<file path="src/rtl/ap_cpu_mem_pkg.sv">
// ap_cpu_mem_pkg: state encoding and beat-count helper shared by the narrow memory bridge.
package ap_cpu_mem_pkg;

    typedef enum logic [1:0] {
        IDLE    = 2'd0,
        BEAT    = 2'd1,
        DONE    = 2'd2,
        RELEASE = 2'd3
    } state_e;

    function automatic int beats(input int mem_dw);
        return 32 / mem_dw;
    endfunction

endpackage

</file>
<file path="src/rtl/ap_cpu_mem_narrow.sv">
// ap_cpu_mem_narrow: splits each 32-bit CPU access into big-endian MEM_DW-wide beats,
// each beat waiting on its own memory ready.
module ap_cpu_mem_narrow
    import ap_cpu_mem_pkg::*;
#(
    parameter int MEM_DW = 16
) (
    input  logic              iCLK,
    input  logic              iRESETn,
    input  logic              iCPU_EN,
    input  logic              iCPU_RW,
    output logic              oCPU_RDY,
    input  logic [31:0]       iCPU_ADDR,
    input  logic [31:0]       iCPU_WDATA,
    output logic [31:0]       oCPU_RDATA,
    output logic              oMEM_EN,
    output logic              oMEM_RW,
    output logic [31:0]       oMEM_ADDR,
    output logic [MEM_DW-1:0] oMEM_WDATA,
    input  logic [MEM_DW-1:0] iMEM_RDATA,
    input  logic              iMEM_RDY
);

    localparam int BEATS = beats(MEM_DW);
    localparam int KW    = $clog2(BEATS);

    state_e            state_q;
    logic [KW-1:0]     k_q;
    logic              rw_q;
    logic [31:0]       addr_q;
    logic [31:0]       wdata_q;
    logic [31:0]       asm_q;
    logic [31:0]       asm_d;
    logic [31:0]       rdata_q;
    logic [MEM_DW-1:0] wslice [BEATS];
    logic              beat_w;

    assign beat_w = state_q == BEAT;

    // Beat k maps to the k-th most significant slice of the word.
    for (genvar i = 0; i < BEATS; i++) begin : g_slice
        assign wslice[i] = wdata_q[31-i*MEM_DW -: MEM_DW];
        assign asm_d[31-i*MEM_DW -: MEM_DW] = (k_q == KW'(i) && !rw_q) ? iMEM_RDATA
                                                                      : asm_q[31-i*MEM_DW -: MEM_DW];
    end

    // Mem-side outputs depend only on registered state, never on CPU inputs.
    assign oMEM_EN    = beat_w;
    assign oMEM_RW    = beat_w & rw_q;
    assign oMEM_ADDR  = beat_w ? ((addr_q << KW) | 32'(k_q)) : '0;
    assign oMEM_WDATA = beat_w ? wslice[k_q] : '0;
    assign oCPU_RDY   = state_q == DONE;
    assign oCPU_RDATA = rdata_q;

    always_ff @(posedge iCLK or negedge iRESETn) begin
        if (!iRESETn) begin
            state_q <= IDLE;
            k_q     <= '0;
            rw_q    <= 1'b0;
            addr_q  <= '0;
            wdata_q <= '0;
            asm_q   <= '0;
            rdata_q <= '0;
        end else begin
            case (state_q)
                IDLE: if (iCPU_EN) begin
                    state_q <= BEAT;
                    rw_q    <= iCPU_RW;
                    addr_q  <= iCPU_ADDR;
                    wdata_q <= iCPU_WDATA;
                    k_q     <= '0;
                end
                BEAT: if (!iCPU_EN) begin
                    state_q <= IDLE;
                end else if (iMEM_RDY) begin
                    asm_q <= asm_d;
                    if (k_q == KW'(BEATS - 1)) begin
                        state_q <= DONE;
                        rdata_q <= asm_d;
                    end else begin
                        k_q <= k_q + 1'b1;
                    end
                end
                DONE: state_q <= RELEASE;
                default: if (!iCPU_EN) state_q <= IDLE;
            endcase
        end
    end

endmodule

</file>
<file path="config.mk">
export PLATFORM = sky130hd
export DESIGN_NAME = ap_cpu_mem_narrow
export DESIGN_NICKNAME = d
export VERILOG_FILES = /design/src/rtl/ap_cpu_mem_pkg.sv /design/src/rtl/ap_cpu_mem_narrow.sv
export SDC_FILE = /design/constraint.sdc
export NUM_CORES = 1
export LEC_CHECK = 0
export ABC_AREA = 1
export CORE_UTILIZATION = 48
export CTS_CLUSTER_SIZE = 8
export DETAILED_ROUTE_END_ITERATION = 16
export GPL_ROUTABILITY_DRIVEN = 0
export GPL_TIMING_DRIVEN = 1
export HOLD_SLACK_MARGIN = 0.03
export PLACE_DENSITY = 0.8
export SKIP_LAST_GASP = 1
export SLEW_MARGIN = 20
export SYNTH_ARGS = -nofsm -noshare
export SYNTH_HDL_FRONTEND = slang
export SYNTH_SLANG_ARGS = --single-unit
</file>
<file path="constraint.sdc">
create_clock -name iCLK -period 1.56 [get_ports iCLK]
set_input_delay 0.156 -clock iCLK [delete_from_list [all_inputs] [get_ports iCLK]]
set_output_delay 0.156 -clock iCLK [all_outputs]
set_load 0.05 [all_outputs]
</file>
==> key figures <==
Placement
  – Final HPWL DP: 10.85 mm
  – PortBufs: 166
  – DP Area: 0.008272 mm²

Final layout
  – Share of cells above drive strength 1: 23.92%
  – Nets: 1,063
  – Final Util: 79.38%
  – Area Overhead vs Synth: 60.89%
  – ANT cells: 0
  – Cell area after layout: 0.009574 mm²

Logic synthesis
  – Mapped Area: 0.005951 mm²
  – Synth unique cells: 16
  – Largest cells by area after synthesis: dfrtp_1 (55%), nand2_1 (24%), inv_1 (6.4%)
  – Synth Register Bits: 131
  – Simple-Gate Fraction of Synth Area: 28.30%
  – Nets in the synthesized netlist: 878
  – Yosys warns: 0
  – Multiplexer share of the synthesized area: 0%
  – Synth Area in Compound Gates: 6.812%
  – Mapped Avg Cell Area: 7.504 µm²
  – Synth top area share: 55.09%
  – Post-synthesis xor/xnor area fraction: 0%
  – Synth Instances: 793
  – Largest family of logic cells by synthesized area: simple AND/OR/NAND/NOR gates
  – Share of the yosys chip area belonging to registers: 55.09%
  – Adder and majority cell fraction of the synthesized area: 0%
  – Synth area leader: dfrtp_1

Pwr
  – Total power draw: 0.02217 W
  – Leakage power: 4.957 nW
  – PD cells: 2315 mW/mm²
  – Peak VDD IR: 1.502 mV

Timing
  – Final Hold Vio Count: 0
  – Tcrit/Tclk final: 110.7%
  – Final setup violation count: 48
  – Slew @ Worst Pin: 0.4288 ns
  – Hold slack: 0.2243 ns
  – Setup TNS Final: -5.523 ns
  – Clk_skew: 0.009370 ns
  – Final-report max-slew violation count: 0
  – Period minus WS final: 1.726 ns
  – Fmax: 579.3 MHz
  – Final Worst Setup Slack: -0.1663 ns
  – Relative slew slack: 71.41%
  – Unrepaired setup endpoints after global routing: true

Detailed routing
  – Drt pass-1 iters: 5
  – Wire per inst: 15.62 µm
  – Vias: 5,734
  – Routed wire length: 18.10 mm
  – DRT antenna net count: 0
  – DR iter-0 viols: 307
  – Avg Vias per Cell: 4.947
  – Remaining DRCs: 0

Global route
  – GRT Total Usage: 27.30%
  – Global-route wire length before repair: 26.74 mm
  – GRT overflow: 0
  – Largest net degree at the start of global routing: 43
  – Vias in the first global route: 5,467
  – Initial antenna violation count: 0

Setup path
  – CP Data Arrival Time: 1.57 ns
  – Setup crit end kind: primary output
  – Crit-path max FO: 5
  – Critical setup path kind: register to primary output
  – Worst EP required: 1.40 ns
  – Kind of start point of the critical path: register

Run status
  – Status: finished, violations left
  – Violated checks: setup timing

Clock network
  – CTS clk-pin slew, worst paths: 0.06 ns
  – Worst skew pair latency: 0.42 ns
  – TritonCTS clock tree: built
  – Root Driver: clkbuf_16
  – CTS max path bufs: 2
  – H-tree Lvls: 4
  – TritonCTS Sinks: 131
  – CTS Buf Count: 17

Floorplanning
  – Initial cell density of the core: 49.34%
  – Ports: 168
  – Core Box Area: 0.01206 mm²
  – Die Y: 113.3 µm
  – Die footprint: 0.01285 mm²
  – Die width: 113.3 µm
  – # rows: 40

Run
  – Max-cap violations: 0

Min path
  – Worst min-delay path class: input port to asynchronous set/reset pin
==> where the power goes <==
part	internal (W)	switching, W	leakage [nW]
clock network	0.00256	0.00145	0.292
logic	0.00469	0.00747	3.00
registers	0.00498	0.00102	1.66
total	0.0122	0.00994	4.96
==> critical path, stage by stage (launching register included) <==
cell     delay, ns
dfrtp_1       0.41
inv_4         0.12
nand2_4       0.11
buf_6         0.19
nor2_2        0.16
buf_12        0.16
==> final cells by class <==
class	instances	area, µm²
clock inverter	8	98.84
fill	732	2487
multi-input combinational	519	2557
inverter	104	395.4
tap	168	210.2
timing repair buffer	205	2531
sequential	131	3279
clock buffer	24	501.7
==> kinds of logic (layout without fill, tap and decap cells) <==
kind of cell           count (synthesis)  after routing
buffers and inverters                144            341
AOI/OAI and AO/OA                     81             81
DFF                                  131            131
and+or+nand+nor                      437            438
==> through the flow <==
step                worst slack, ns  std cells
floorplan                   -0.1960        793
global placement            0.02405       1112
detailed placement         -0.01563       1112
CTS                         -0.1436       1150
global route                -0.2122       1159
finish                      -0.1663       1159
==> worst paths after layout <==
check	start	endpoint	slack (ns)	depth (start not counted)
worst max-delay path	state_q[1]$_DFFE_PN0P_	oMEM_ADDR[7]	-0.17	5
min in group iCLK	iCPU_ADDR[17]	addr_q[17]$_DFFE_PN0P_	0.27	3
worst min-delay path	iRESETn	oCPU_RDATA[30]$_DFFE_PN0P_	0.22	2
max in group asynchronous	iRESETn	asm_q[11]$_DFFE_PN0P_	0.75	3
worst min register to register	oCPU_RDATA[16]$_DFFE_PN0P_	oCPU_RDATA[16]$_DFFE_PN0P_	0.48	2
worst max register to register	k_q$_DFFE_PN0P_	asm_q[29]$_DFFE_PN0P_	0.05	8
==> layer usage <==
layer,wire (µm),vias to the layer above,track usage [%]
met5,0,-,0
met4,289,0,9.825
met3,1880,33,12.21
met2,8961,238,43.48
met1,6971,2711,32.81
li1,-,2752,-
==> registers in the layout, indices dropped and copies added (netlist names) <==
signal / cells
state_q: 2
asm_q: 32
wdata_q: 32
oCPU_RDATA: 32
rw_q: 1
k_q: 1
addr_q: 31
==> cells in the final DEF, fill, tap and decap left out, drive strengths merged, types with 4 or more instances in the layout <==
cell type      instances
nand3                 21
nor2                  37
inv                  104
clkbuf                30
dfrtp                131
clkdlybuf4s50         82
clkinv                 4
nand2                380
o21ai                 65
a21oi                 16
buf                  116
==> cell usage after synthesis (all sizes together) <==
cell type and number:
a21oi 16, buf 34, clkbuf 6, dfrtp 131, inv 104, nand2 379, nand3 21, nor2 37
o21ai 65
==> timing repair <==
item	in CTS	in global routing
hold buffers	1	0
gates resized for setup	48	71
hold endpoints to repair	72	0
endpoints found under the setup margin	49	51
pin swaps	1	15
cloned	2	8
buffers inserted	3	2
(Power assumes the default switching activity.)
